**config.mk**
```make
export PLATFORM = sky130hd
export DESIGN_NAME = dual_chamber_pace_scheduler
export DESIGN_NICKNAME = d
export VERILOG_FILES = /design/src/rtl/pacemaker_pkg.sv /design/src/rtl/pace_interval_timer.sv /design/src/rtl/dual_chamber_pace_scheduler.sv
export SDC_FILE = /design/constraint.sdc
export NUM_CORES = 1
export LEC_CHECK = 0
export BUFFER_PORTS_ARGS = -buffer_cell sky130_fd_sc_hd__clkbuf_2
export CORE_ASPECT_RATIO = 0.75
export CORE_MARGIN = 10
export CORE_UTILIZATION = 28
export CTS_CLUSTER_DIAMETER = 120
export DETAILED_ROUTE_END_ITERATION = 6
export PLACE_DENSITY = 0.54
export SLEW_MARGIN = 10
export SYNTH_ARGS = -nofsm -noshare
export SYNTH_HDL_FRONTEND = slang
export SYNTH_SLANG_ARGS = --single-unit
export TNS_END_PERCENT = 10
```
**constraint.sdc**
```tcl
create_clock -name clk -period 8.02 [get_ports clk]
set_input_delay 0.802 -clock clk [delete_from_list [all_inputs] [get_ports clk]]
set_output_delay 0.802 -clock clk [all_outputs]
set_load 0.01 [all_outputs]
```
**src/rtl/pacemaker_pkg.sv**
```systemverilog
// Shared types, default timing and configuration legality check for the
// dual-chamber pace scheduler.
package pacemaker_pkg;

  typedef enum logic [1:0] {
    S_IDLE = 2'd0,
    S_VA   = 2'd1,
    S_AV   = 2'd2,
    S_URW  = 2'd3
  } pace_state_t;

  localparam int DEF_CNT_W     = 16;
  localparam int DEF_LRI_CYC   = 100;
  localparam int DEF_AVI_CYC   = 30;
  localparam int DEF_URI_CYC   = 60;
  localparam int DEF_PVARP_CYC = 25;
  localparam int DEF_VRP_CYC   = 20;

  // AVI must be at least one cycle because the AV compare is against AVI-1.
  function automatic bit cfg_legal(input int cnt_w, input int lri, input int avi,
                                   input int uri, input int pvarp, input int vrp);
    longint lim;
    lim = 64'sd1 << cnt_w;
    cfg_legal = (cnt_w > 1) && (cnt_w < 62) &&
                (avi > 0) && (avi < uri) && (uri <= lri) &&
                (vrp <= pvarp) && (pvarp < lri - avi) &&
                (longint'(lri) < lim) && (longint'(avi) < lim) &&
                (longint'(uri) < lim) && (longint'(pvarp) < lim) &&
                (longint'(vrp) < lim);
  endfunction

endpackage

```
**src/rtl/pace_interval_timer.sv**
```systemverilog
// Saturating up-counter measuring cycles since the last clear event.
module pace_interval_timer #(
  parameter int CNT_W = 16
) (
  input  logic             clk,
  input  logic             rst,
  input  logic             clr,
  output logic [CNT_W-1:0] cnt
);

  localparam logic [CNT_W-1:0] CNT_MAX  = {CNT_W{1'b1}};
  localparam logic [CNT_W-1:0] CNT_ZERO = {CNT_W{1'b0}};
  localparam logic [CNT_W-1:0] CNT_ONE  = {{(CNT_W-1){1'b0}}, 1'b1};

  // Count up, hold at all-ones, restart from zero on clear.
  always_ff @(posedge clk or negedge rst) begin
    if (!rst) begin
      cnt <= CNT_ZERO;
    end else if (clr) begin
      cnt <= CNT_ZERO;
    end else if (cnt != CNT_MAX) begin
      cnt <= cnt + CNT_ONE;
    end else begin
      cnt <= cnt;
    end
  end

endmodule

```
**src/rtl/dual_chamber_pace_scheduler.sv**
```systemverilog
// DDD pacing controller: atrial/ventricular sensing in, one-cycle pace
// pulses out, with lower-rate, AV-delay, upper-rate and refractory timing.
module dual_chamber_pace_scheduler
  import pacemaker_pkg::*;
#(
  parameter int CNT_W     = DEF_CNT_W,
  parameter int LRI_CYC   = DEF_LRI_CYC,
  parameter int AVI_CYC   = DEF_AVI_CYC,
  parameter int URI_CYC   = DEF_URI_CYC,
  parameter int PVARP_CYC = DEF_PVARP_CYC,
  parameter int VRP_CYC   = DEF_VRP_CYC
) (
  input  logic       clk,
  input  logic       rst,
  input  logic       en,
  input  logic       sa,
  input  logic       sv,
  output logic       pa,
  output logic       pv,
  output logic       a_refr,
  output logic       v_refr,
  output logic [1:0] state
);

  if (!cfg_legal(CNT_W, LRI_CYC, AVI_CYC, URI_CYC, PVARP_CYC, VRP_CYC)) begin : g_cfg_illegal
    $fatal(1, "dual_chamber_pace_scheduler: illegal timing configuration");
  end

  // Timer compare points; the -1 terms make the pulse appear on the edge
  // where the timer would have reached the nominal value.
  localparam logic [CNT_W-1:0] PA_T    = CNT_W'(LRI_CYC - AVI_CYC - 1);
  localparam logic [CNT_W-1:0] AV_T    = CNT_W'(AVI_CYC - 1);
  localparam logic [CNT_W-1:0] UR_T    = CNT_W'(URI_CYC - 1);
  localparam logic [CNT_W-1:0] PVARP_T = CNT_W'(PVARP_CYC);
  localparam logic [CNT_W-1:0] VRP_T   = CNT_W'(VRP_CYC);

  pace_state_t      state_r;
  pace_state_t      state_nx;
  logic             sa_q_r;
  logic             sv_q_r;
  logic             pa_r;
  logic             pv_r;
  logic             pa_nx;
  logic             pv_nx;
  logic             v_clr;
  logic             a_clr;
  logic             sa_ev;
  logic             sv_ev;
  logic [CNT_W-1:0] t_v;
  logic [CNT_W-1:0] t_av;

  pace_interval_timer #(.CNT_W(CNT_W)) u_t_v (
    .clk (clk),
    .rst (rst),
    .clr (v_clr),
    .cnt (t_v)
  );

  pace_interval_timer #(.CNT_W(CNT_W)) u_t_av (
    .clk (clk),
    .rst (rst),
    .clr (a_clr),
    .cnt (t_av)
  );

  assign sa_ev  = sa & ~sa_q_r;
  assign sv_ev  = sv & ~sv_q_r;
  assign a_refr = (t_v < PVARP_T);
  assign v_refr = (t_v < VRP_T);
  assign pa     = pa_r;
  assign pv     = pv_r;
  assign state  = state_r;

  // Sense edge history, FSM state and registered pace pulses.
  always_ff @(posedge clk or negedge rst) begin
    if (!rst) begin
      sa_q_r  <= 1'b0;
      sv_q_r  <= 1'b0;
      pa_r    <= 1'b0;
      pv_r    <= 1'b0;
      state_r <= S_IDLE;
    end else begin
      sa_q_r  <= sa;
      sv_q_r  <= sv;
      pa_r    <= pa_nx;
      pv_r    <= pv_nx;
      state_r <= state_nx;
    end
  end

  // Next state, timer clears and pulse requests; disabling overrides all.
  always_comb begin
    state_nx = state_r;
    pa_nx    = 1'b0;
    pv_nx    = 1'b0;
    v_clr    = 1'b0;
    a_clr    = 1'b0;
    if (!en) begin
      state_nx = S_IDLE;
    end else begin
      case (state_r)
        S_IDLE: begin
          v_clr    = 1'b1;
          state_nx = S_VA;
        end
        S_VA: begin
          if (sv_ev && !v_refr) begin
            v_clr    = 1'b1;
            state_nx = S_VA;
          end else if (sa_ev && !a_refr) begin
            a_clr    = 1'b1;
            state_nx = S_AV;
          end else if (t_v == PA_T) begin
            pa_nx    = 1'b1;
            a_clr    = 1'b1;
            state_nx = S_AV;
          end else begin
            state_nx = S_VA;
          end
        end
        S_AV: begin
          if (sv_ev && !v_refr) begin
            v_clr    = 1'b1;
            state_nx = S_VA;
          end else if (t_av == AV_T) begin
            if (t_v >= UR_T) begin
              pv_nx    = 1'b1;
              v_clr    = 1'b1;
              state_nx = S_VA;
            end else begin
              state_nx = S_URW;
            end
          end else begin
            state_nx = S_AV;
          end
        end
        S_URW: begin
          if (sv_ev) begin
            v_clr    = 1'b1;
            state_nx = S_VA;
          end else if (t_v == UR_T) begin
            pv_nx    = 1'b1;
            v_clr    = 1'b1;
            state_nx = S_VA;
          end else begin
            state_nx = S_URW;
          end
        end
        default: begin
          state_nx = S_IDLE;
        end
      endcase
    end
  end

endmodule

```
* After elaboration in Yosys (flattened, before gate mapping)
Cells that the tools add are included.
Cells by class: add/sub/neg operators 2, order comparisons 3, eq/ne operators 8, muxes and demuxes 35, bitwise logic cells 4, reduce and logical (&&, ||, !) cells 7
Operators by type and width (count):
- $mux 16 | 4
- $add 16x1->16 const B | 2
- $lt 16x5->1 const B | 2
- $ne 16x16->1 const B | 2
- $mux 1 | 19
- $mux 2 | 9
- $eq 16x5->1 const B | 1
- $eq 16x6->1 const B | 1
- $eq 16x7->1 const B | 1
- $ge 16x6->1 const B | 1
- $pmux 2 s4 | 1
- $eq 2x2->1 const B | 2
- $pmux 1 s4 | 1
- $reduce_bool 2->1 | 2
- $and 1x1->1 | 2
- $eq 2x1->1 const B | 1
- $logic_and 1x1->1 | 2
- $logic_not 1->1 | 2
- $logic_not 2->1 | 1
- $not 1->1 | 2
- $pmux 1 s2 | 1
Storage, ports and cells: bits in registers 38, bits of input ports 5, output and inout bits 6, logic and storage cells 66

* Depth between registers and ports, before layout
Gate-level depths: netlist of run 1.
depth in word-level cells 8, depth in mapped cells 8, depth with buffers taken out 7

* Cells and area by module
From an unflattened synthesis of run 1, not the netlist that was laid out.
Second synthesis, totals: cells, all modules 254, area, all modules 2332.2 sq um
By module, submodules not included:
- pace_interval_timer | instances 2, cells an instance 97, area each 912.1 sq um, sequential area each 400.4 sq um
- dual_chamber_pace_scheduler | instances 1, cells an instance 60, area each 508.0 sq um, sequential area each 150.1 sq um

* Worst setup path after synthesis of run 1
No wires, ideal clock.
path kind reg2reg, start point register u_t_v.cnt[13], end point register u_t_av.cnt[11], setup time 0.119 ns, arrival time 2.472 ns, required time 7.901 ns, slack 5.430 ns, cell stages (with the launch flop) 8, buffers on the path 2, clock period less this slack 2.590 ns, cell sequence dfrtp_1 -> or4_1 -> or4_1 -> clkbuf_2 -> o21a_1 -> a2111oi_4 -> buf_6 -> nor2_1
On the way: longest elaborated chain between the ends 8, elaborated cells on any way between the ends 14, those cells by class order compare (2); eq/ne (1); mux (6); reduce/logical (5)
RTL lines:
- start: declaration | line pace_interval_timer.sv:8 | output logic [CNT_W-1:0] cnt
- start signal: assignment | line pace_interval_timer.sv:22 | cnt <= cnt + CNT_ONE;
- start signal: assignment | line pace_interval_timer.sv:24 | cnt <= cnt;
- $lt 16x5->1 | line dual_chamber_pace_scheduler.sv:68 | assign a_refr = (t_v < PVARP_T);
- $logic_not 1->1 | line dual_chamber_pace_scheduler.sv:110 | end else if (sa_ev && !a_refr) begin
- $logic_and 1x1->1 | line dual_chamber_pace_scheduler.sv:110
- $mux 1 | line dual_chamber_pace_scheduler.sv:110
- $mux 1 * | line dual_chamber_pace_scheduler.sv:107 | if (sv_ev && !v_refr) begin
- $mux 1 * | line dual_chamber_pace_scheduler.sv:101 | case (state_r)
- $mux 1 * | line dual_chamber_pace_scheduler.sv:98 | if (!en) begin
- $mux 16 / $reduce_bool 2->1 (equally long branches)
- end signal: assignment | line pace_interval_timer.sv:22
- end signal: assignment | line pace_interval_timer.sv:24
- end: declaration | line pace_interval_timer.sv:8
Mark *: on every way between the ends. The rest lies on a longest branch, timed or not. A chain may end at the register's enable or synchronous reset.

* Final worst setup path of run 1
start point register u_t_v.cnt[13], end point output v_refr
On the way: longest elaborated chain between the ends 1
RTL lines:
- $lt 16x5->1 | line dual_chamber_pace_scheduler.sv:69 | assign v_refr = (t_v < VRP_T);
- end: declaration | line dual_chamber_pace_scheduler.sv:21 | output logic v_refr,
Every way passes these cells.

==> parameters.txt, run 1 <==
Parameter                              Value

CTS
  Number of hold buffers added after cts    0
  Number of buffers inserted during clock tree synthesis    5
  Post_cts resized    0
  TritonCTS clock tree    done
  Number of levels in the clock H-tree    2
  Source-to-sink clock delay at the later pin of the worst-skew pair    0.29 ns
  Setup Fix Bufs, Post-CTS    0
  Clk sinks    38
  Buffer cell driving the clock tree root    clkbuf_8
  Clock transition at the registers of the reported paths    0.07 ns
  Buffers from clock root to sink, at most    2

Global route
  All-layer global routing usage    8.53%
  Pin count of the biggest net entering global routing    39
  Number of antenna violations at the first check in global routing    0
  Global-route wire length before repair    8370 um
  Number of global-route vias before repair    approximately 1600
  Congestion Overflow GR    0

Drt
  Number of remaining DRC errors    0
  Total via count after detailed routing    1713
  Antenna Nets Post-Route    0
  Routed length per placed instance    about 14 um
  Drt first-iter violations    118
  Wire length after detailed routing    4860 um
  Number of detailed-routing iterations run before antenna repair    4
  Via-per-instance ratio    5.01

STA
  Worst hold-check slack    0.509 ns
  Share of the clock period used by the worst path after layout    roughly two fifths
  Maximum clock frequency    roughly 330 MHz
  Unrepaired setup endpoints after global routing    no
  Accumulated negative setup slack    0 ns
  Final hold violation count    0
  Pin slew with the least headroom to its limit    between 0.9 and 1 ns
  Final setup viols    0
  Worst rel slew slack    36.0%
  Final min period    3.06 ns
  Final max-slew violation count    0
  Worst clock skew    0.00239 ns

Die
  Standard-cell rows    27
  Die Span Y    96.6 um
  Initial Util    about 30%
  Std-Cell Core Area    0.00747 mm^2
  IO Pins    11
  Die area    0.0118 mm^2
  Die span in x    approximately 120 um

Pwr
  PwrDens    about 220 mW/mm^2
  Leakage component of the power    0.000991 uW
  Maximum ir drop on the vdd rail    67.2 uV

Setup path
  Arrival time of the worst setup path    2.25 ns
  Worst path bufs/invs    1
  CP peak stage delay    0.63 ns
  Crit Path Class    reg -> out
  Critical Path Slowest Stage Cell    or4_1
  Dominant delay contributor by cell family on the critical path    simple AND/OR/NAND/NOR gates
  Most frequent CP cell    or4_1
  Flop-to-flop setup slack    4.98 ns
  Data required time of the critical path    7.22 ns
  Cell-by-cell listing of the critical path    or4_1, or4_1, nor2_1, clkbuf_2
  Crit Path Max Fanout    7
  Critical Path Source Type    register
  Sort of element at the end of the critical path    primary output

Finish
  Number of filler instances in the final layout    764
  Number of standard cells in the layout, taps in and fillers out    342
  Total inserted antenna cells    0
  Area growth from synthesis to layout    10.7%
  Number of nets in the finished design    around 250
  Proportion of layout cells with a drive suffix above 1    7.88%

Yosys
  Total number of yosys warnings    0
  Largest cells by area after synthesis    dfrtp_1 (43%), xnor2_1 (5.2%), xor2_1 (4.8%), nor2_1 (4.5%), a21oi_1 (3.4%)
  Synthesized net count    240
  Flip-flop and latch count after synthesis    38
  Top FF cell, synth    dfrtp_1
  Portion of the post-synthesis area used by sequential elements    43.4%
  Gate count after technology mapping    230
  FFs w/ async S/R, synth    100%
  Summed instance area of the synthesized netlist    0.00219 mm^2
  Synth area leader    dfrtp_1
  EDFF count, synth    0
  Count of cell types in the netlist    between 40 and 50
  Syn Area/Cell    9.53 um^2
  Top cell type's share of synthesized area    43.4%

Place
  Final Wtd Congestion    just under 0.8
  Placed cell count    approximately 340
  Port buffer count    10
  HPWL after detailed placement    between 3000 and 4000 um

Hold path
  Class of the tightest hold or removal check    reg -> reg

Run
  Number of max-cap violations    0

Status
  Run status    finished, final reports clean
[per-stage QoR]
step                      cell area, um^2  utilization, %  power (uW)  setup WS, ns
after global routing                 2420            32.5         564          4.73
after CTS                            2420            32.5         532          4.94
final                                2420            32.5         526          4.96
after detailed placement             2340            31.4         399          4.96
after global placement               2340            31.4         397          4.98
after floorplan                      2190               -         361          5.43
[power breakdown]
group / switching, uW / total (uW) / internal (uW) / leakage, uW
combinational: 59.2 / 112 / 52.8 / 0.000460
sequential: 53.5 / 284 / 230 / 0.000488
clock: 64.2 / 131 / 66.3 / 0.0000431
total: 177 / 526 / 349 / 0.000991
[placed cells by master (no fill, tap or decap), drive strengths merged, types with 2 or more instances in the layout]
master / n
nand3: 11
a2111oi: 2
nor2: 26
nor3: 7
nor2b: 3
a31oi: 2
nand2: 13
and3: 9
nor4b: 2
dfrtp: 38
nand4: 11
mux2i: 3
o21ai: 8
nand2b: 2
o21bai: 2
o2111ai: 2
a311oi: 2
and4: 4
and2: 6
a21oi: 15
clkbuf: 16
xnor2: 13
a211oi: 2
inv: 6
or4: 3
ha: 5
nor4: 3
xor2: 12
[cells in the mapped netlist, drive strengths merged, types with 2 or more instances]
master and instances:
xnor2 13, and2 6, and3 9, a311oi 2
mux2i 3, buf 2, nor2 26, clkbuf 4
dfrtp 38, nand2 13, a31oi 2, nor4b 2
nand3 11, inv 6, nor3 7, o2111ai 2
a211oi 2, nor2b 3, nand2b 2, ha 5
or4 3, nand4 11, o21ai 8, a21oi 15
and4 4, o21bai 2, nor4 3, xor2 12
a2111oi 2
[final timing paths]
path	start	cells after the start	to
min in group asynchronous	rst	1	u_t_av.cnt[1]
max in group asynchronous	rst	1	u_t_v.cnt[14]
hold / removal	u_t_av.cnt[14]	1	u_t_av.cnt[14]
setup / recovery	u_t_v.cnt[13]	4	v_refr
hold reg to reg	u_t_av.cnt[14]	1	u_t_av.cnt[14]
setup reg to reg	u_t_v.cnt[13]	5	u_t_av.cnt[4]
[per-layer routing]
layer,wire length [um],share of wire [%],vias up,track usage (%)
met4,78,1.6,0,3.23
met1,2870,59,811,13.4
met2,1710,35,29,10.3
met3,198,4.1,8,2.32
met5,0,0,-,0
li1,-,-,865,-
[logic make-up (layout without fill, tap and decap cells)]
family | count (synthesis) | count (layout) | share of synthesized area, %
compound gates | 41 | 41 | 12.8
flops | 38 | 38 | 43.4
buf+inv | 12 | 23 | 2.51
simple gates | 106 | 106 | 27.1
xor+xnor | 25 | 25 | 9.99
fa+ha+maj | 5 | 5 | 2.86
mux | 3 | 3 | 1.37
[layout make-up]
| type | instances | area (um^2) | area share, % |
|---|---|---|---|
| repair buffers | 11 | 57.6 | 2.37 |
| well taps | 101 | 126 | 5.21 |
| inverters | 6 | 22.5 | 0.929 |
| multi-input cells | 180 | 1180 | 48.9 |
| clock buffers | 6 | 82.6 | 3.41 |
| flip-flops and latches | 38 | 951 | 39.2 |
[state kept, by name (all words and copies together) (netlist names)]
register	count
u_t_v.cnt	16
state	2
sv_q_r	1
u_t_av.cnt	16
pa	1
pv	1
sa_q_r	1
[worst register-to-register path, cell delays in order, from the launching register on]
cell	delay, ns
dfrtp_1	0.43
or4_1	0.55
or4_1	0.63
o21a_1	0.29
a2111oi_4	0.85
nor3_1	0.14
Power figures use the tool's default switching activity.
==> run 2: changes to the inputs <==
==> constraint.sdc (replaced) <==
create_clock -name clk -period 3.1 [get_ports clk]
set_input_delay 0.31 -clock clk [delete_from_list [all_inputs] [get_ports clk]]
set_output_delay 0.31 -clock clk [all_outputs]
set_load 0.01 [all_outputs]
==> run 2 against run 1 <==
  * Count of clock-buffer cells in the layout decreased by 1
  * Clock power grew to 4.0 times the previous value
  * Final cell count is 1.5% higher
==> parameters.txt, run 2 (synthesis results as in run 1) <==
Parameter                              Value

Status
  Run status    finished, final reports clean

CTS
  Clk sinks    38
  Post_cts resized    0
  TritonCTS clock tree    done
  Number of hold buffers added after cts    0
  Number of levels in the clock H-tree    2
  Source-to-sink clock delay at the later pin of the worst-skew pair    approximately 0.3 ns
  Setup Fix Bufs, Post-CTS    0
  Buffers from clock root to sink, at most    2
  Clock transition at the registers of the reported paths    0.09 ns
  Buffer cell driving the clock tree root    clkbuf_8
  Number of buffers inserted during clock tree synthesis    5

Setup path
  Critical Path Source Type    register
  Most frequent CP cell    or4_1
  Cell-by-cell listing of the critical path    or4_1, or4_1, o21a_1, a2111oi_4, buf_4, nor3_1
  Critical Path Slowest Stage Cell    or4_1
  Crit Path Max Fanout    16
  Sort of element at the end of the critical path    register
  Worst path bufs/invs    1
  Arrival time of the worst setup path    2.85 ns
  Data required time of the critical path    3.28 ns
  Dominant delay contributor by cell family on the critical path    simple AND/OR/NAND/NOR gates
  CP peak stage delay    0.61 ns
  Crit Path Class    reg -> reg

Global route
  Global-route wire length before repair    around 8500 um
  Number of antenna violations at the first check in global routing    0
  Congestion Overflow GR    0
  Number of global-route vias before repair    1640
  Pin count of the biggest net entering global routing    39
  All-layer global routing usage    8.76%

STA
  Final setup viols    0
  Final hold violation count    0
  Worst hold-check slack    0.122 ns
  Worst clock skew    0.0112 ns
  Maximum clock frequency    between 300 and 400 MHz
  Final min period    approximately 2.7 ns
  Worst rel slew slack    36.3%
  Final max-slew violation count    0
  Unrepaired setup endpoints after global routing    no
  Share of the clock period used by the worst path after layout    86.0%
  Accumulated negative setup slack    0 ns
  Pin slew with the least headroom to its limit    0.955 ns

Pwr
  Internal power component    1050 uW
  Comb pwr share    19.1%
  Part of the power in registers    47.5%
  PwrDens    619 mW/mm^2
  Leakage component of the power    around 0.001 uW
  Switching power share of the total    32.1%
  Share of total power in the clock network    roughly 33%
  Maximum ir drop on the vdd rail    174 uV
  Switching Power    497 uW

Die
  Die Span Y    96.6 um
  Standard-cell rows    27
  Initial Util    between 20 and 30%
  Die span in x    122 um
  Die area    0.0118 mm^2
  IO Pins    11
  Std-Cell Core Area    0.00747 mm^2

Run
  Number of max-cap violations    0

Finish
  Proportion of layout cells with a drive suffix above 1    slightly below 10%
  Most common library cell in the layout ignoring fill and taps    dfrtp_1
  Area growth from synthesis to layout    14.2%
  Top library cells by usage in the layout, fill and taps aside    dfrtp_1 (38), nor2_1 (26), a21oi_1 (15)
  Total inserted antenna cells    0
  Number of filler instances in the final layout    777
  Number of nets in the finished design    255
  Number of standard cells in the layout, taps in and fillers out    347
  Post-route standard cell area excluding fillers    approximately 0.0025 mm^2

Place
  Final Wtd Congestion    between 0.8 and 0.9
  Area of placed instances    around 0.0024 mm^2
  Port buffer count    10
  HPWL after detailed placement    between 3000 and 4000 um
  Placed cell count    339

Drt
  Drt first-iter violations    118
  Routed length per placed instance    14.6 um
  Total via count after detailed routing    roughly 1700
  Number of remaining DRC errors    0
  Via-per-instance ratio    4.90
  Number of detailed-routing iterations run before antenna repair    5
  Topmost layer with routed signal wires    met4
  DR WL met3    between 200 and 250 um
  Wire length after detailed routing    about 5100 um
  Wire length on met1    2990 um
  Antenna Nets Post-Route    0
  Met2 Wirelength    about 1700 um

Hold path
  Class of the tightest hold or removal check    in -> reg
run 2: cell count changes in the layout (fill, tap and decap cells not counted):
cell | before | now
clkbuf_8 | 6 | 5
clkinv_4 | 0 | 1
buf_4 | 1 | 4
bufinv_16 | 0 | 2
run 2: area by class of cell:
cell class	instances	area (um^2)	area share [%]
Tap cell	101	126	5.05
Clock buffer	5	68.8	2.75
Timing Repair Buffer	14	80.1	3.20
Sequential cell	38	951	38.0
Clock inverter	3	68.8	2.75
Inverter	6	22.5	0.900
Multi-Input combinational cell	180	1180	47.4
run 2: path summary, 6_finish.rpt:
kind,startpoint,endpoint,slack [ns],cells after the start
setup / recovery,u_t_v.cnt[13],u_t_av.cnt[4],0.43,6
hold / removal,sa,sa_q_r,0.12,1
setup reg to reg,u_t_v.cnt[13],u_t_av.cnt[4],0.43,6
hold reg to reg,u_t_av.cnt[14],u_t_av.cnt[14],0.52,1
max in group asynchronous,rst,u_t_v.cnt[11],2.36,1
min in group asynchronous,rst,u_t_av.cnt[0],0.14,1
run 2: power groups by stage:
stage               Combinational, uW  Clock, uW  Sequential (uW)
detailed placement                298          0              741
floorplan                         240          0              694
global placement                  290          0              739
global route                      339        554              757
finish                            295        518              736
CTS                               300        529              732
run 2: per-layer routing:
metal | global-route usage [%] | up-vias
met5 | 0 | -
met4 | 3.77 | 0
met1 | 14.5 | 791
met3 | 1.97 | 8
li1 | - | 872
met2 | 9.81 | 31
run 2: stage by stage:
step                worst slack [ns]  util (%)  total power, uW
detailed placement             0.429      31.7             1040
finish                         0.435      33.5             1550
global placement               0.483      31.7             1030
global route                   0.291      33.5             1650
CTS                            0.433      33.5             1560
floorplan                      0.510         -              933
==> run 3: changes to the inputs <==
==> constraint.sdc (replaced) <==
create_clock -name clk -period 2.6 [get_ports clk]
set_input_delay 0.26 -clock clk [delete_from_list [all_inputs] [get_ports clk]]
set_output_delay 0.26 -clock clk [all_outputs]
set_load 0.01 [all_outputs]
==> run 3 against run 2 <==
  * Routed wire length fell by 1.5%
  * Via count rose by 4.7%
  * Final cell count rose by 2.0%
  * Critical path depth did not move
  * Register-to-register slack got worse by 0.35 ns
  * Worst hold slack got worse by 0.041 ns
==> parameters.txt, run 3 (synthesis results as in run 1) <==
Parameter                              Value

Pwr
  PwrDens    682 mW/mm^2
  Maximum ir drop on the vdd rail    333 uV
  Power, Total    roughly 1700 uW
  Leakage component of the power    0.00105 uW

CTS
  Setup Fix Bufs, Post-CTS    0
  Buffer cell driving the clock tree root    clkbuf_8
  Clock transition at the registers of the reported paths    0.08 ns
  Number of buffers inserted during clock tree synthesis    5
  Clk sinks    38
  Buffers from clock root to sink, at most    2
  TritonCTS clock tree    done
  Source-to-sink clock delay at the later pin of the worst-skew pair    0.29 ns
  Number of levels in the clock H-tree    2

Setup path
  Arrival time of the worst setup path    2.68 ns
  Setup crit start    u_t_v.cnt[13]
  Worst R2R Start    u_t_v.cnt[13]
  Data required time of the critical path    around 2.8 ns
  Crit Path Max Fanout    16
  Sort of element at the end of the critical path    register
  Critical Path Source Type    register
  Crit Path Class    reg -> reg
  Flop-to-flop setup slack    about 0.082 ns

Drt
  Number of detailed-routing iterations run before antenna repair    4
  Drt first-iter violations    166
  Routed length per placed instance    14.1 um
  Wire length after detailed routing    4980 um
  Total via count after detailed routing    1782
  Via-per-instance ratio    about 5.0
  Antenna Nets Post-Route    0
  Number of remaining DRC errors    0

Finish
  Number of nets in the finished design    262
  Total inserted antenna cells    0
  Area growth from synthesis to layout    15.9%
  Post-route standard cell area excluding fillers    about 0.0025 mm^2
  Proportion of layout cells with a drive suffix above 1    11.9%
  Number of filler instances in the final layout    761
  Most common library cell in the layout ignoring fill and taps    dfrtp_1
  Number of standard cells in the layout, taps in and fillers out    354
  Top library cells by usage in the layout, fill and taps aside    dfrtp_1 (38), nor2_1 (26), a21oi_1 (15)

Global route
  Congestion Overflow GR    0
  Global-route wire length before repair    8620 um
  All-layer global routing usage    8.83%
  Number of antenna violations at the first check in global routing    0
  Number of global-route vias before repair    1656
  Pin count of the biggest net entering global routing    39

Run
  Number of max-cap violations    0

STA
  Maximum clock frequency    397 MHz
  Accumulated negative setup slack    0 ns
  Share of the clock period used by the worst path after layout    96.8%
  Final max-slew violation count    0
  Final min period    2.52 ns
  Final hold violation count    0
  Worst rel slew slack    35.2%
  Final setup viols    0
  Worst hold-check slack    0.0810 ns
  Pin slew with the least headroom to its limit    0.971 ns
  Worst clock skew    ~0.014 ns
  Unrepaired setup endpoints after global routing    no

Hold path
  Launch instance of the worst min-delay path    sv
  Class of the tightest hold or removal check    in -> reg

Place
  Final Wtd Congestion    0.814
  Area of placed instances    0.00243 mm^2
  HPWL after detailed placement    3590 um
  Port buffer count    10
  Placed cell count    ~350

Die
  Initial Util    29.3%
  Std-Cell Core Area    0.00747 mm^2
  Die area    about 0.012 mm^2
  Die span in x    ~120 um
  Die Span Y    roughly 97 um
  IO Pins    11
  Standard-cell rows    27

Status
  Run status    finished, final reports clean
[run 3: changes by cell type in the layout (fill, tap and decap cells not counted), sizes merged]
cell | previous run | this run
bufinv | 2 | 1
buf | 4 | 11
clkbuf | 15 | 17
clkinv | 1 | 0
[run 3: worst paths after layout]
check	to	depth (start not counted)
worst min-delay path	sv_q_r	1
worst max-delay path	u_t_av.cnt[1]	6
max in group asynchronous	u_t_v.cnt[3]	1
worst max register to register	u_t_av.cnt[1]	6
worst min register to register	u_t_av.cnt[14]	1
min in group asynchronous	u_t_av.cnt[10]	1
[run 3: layout make-up]
type                            instances  area, um^2  area share [%]
Inverter                                6        22.5           0.887
Clock inverter                          1        30.0            1.18
Clock buffer                            7        76.3            3.00
Sequential cell                        38         951            37.4
Tap cell                              101         126            4.98
Multi-Input combinational cell        180        1190            46.8
Timing Repair Buffer                   21         145            5.71
[run 3: per-layer routing]
layer  GRT usage (%)  routed length [um]  vias to the layer above  part of all wire (%)
li1                -                   -                      885                     -
met1            14.6                2830                      853                    57
met2            10.2                1850                       39                    37
met3            1.97                 237                        5                   4.8
met5               0                   0                        -                     0
met4            3.23                  63                        0                   1.3
[run 3: where the power goes]
| part | internal (uW) | leakage (uW) | switching [uW] |
|---|---|---|---|
| clock | 287 | 0.0000524 | 211 |
| combinational | 172 | 0.000512 | 186 |
| sequential | 709 | 0.000488 | 166 |
| total | 1170 | 0.00105 | 563 |
[run 3: through the flow]
step	util (%)	worst slack [ns]
floorplan	-	0.00979
global placement	32.5	0.0936
detailed placement	32.5	0.0119
CTS	34.0	0.0697
global route	34.0	0.00231
finish	34.0	0.0821
[run 3: repair_timing]
action / CTS / global route
hold buffers: 0 / 0
gates resized for setup: 1 / 0
setup endpoints to repair: 3 / 0
[run 3: worst max-delay path, stage by stage, from the launching register on]
cell and delay [ns]:
dfrtp_1 0.37, or4_1 0.56, or4_4 0.56, o21a_1 0.26
a2111oi_4 0.38, buf_12 0.19, a211oi_1 0.06
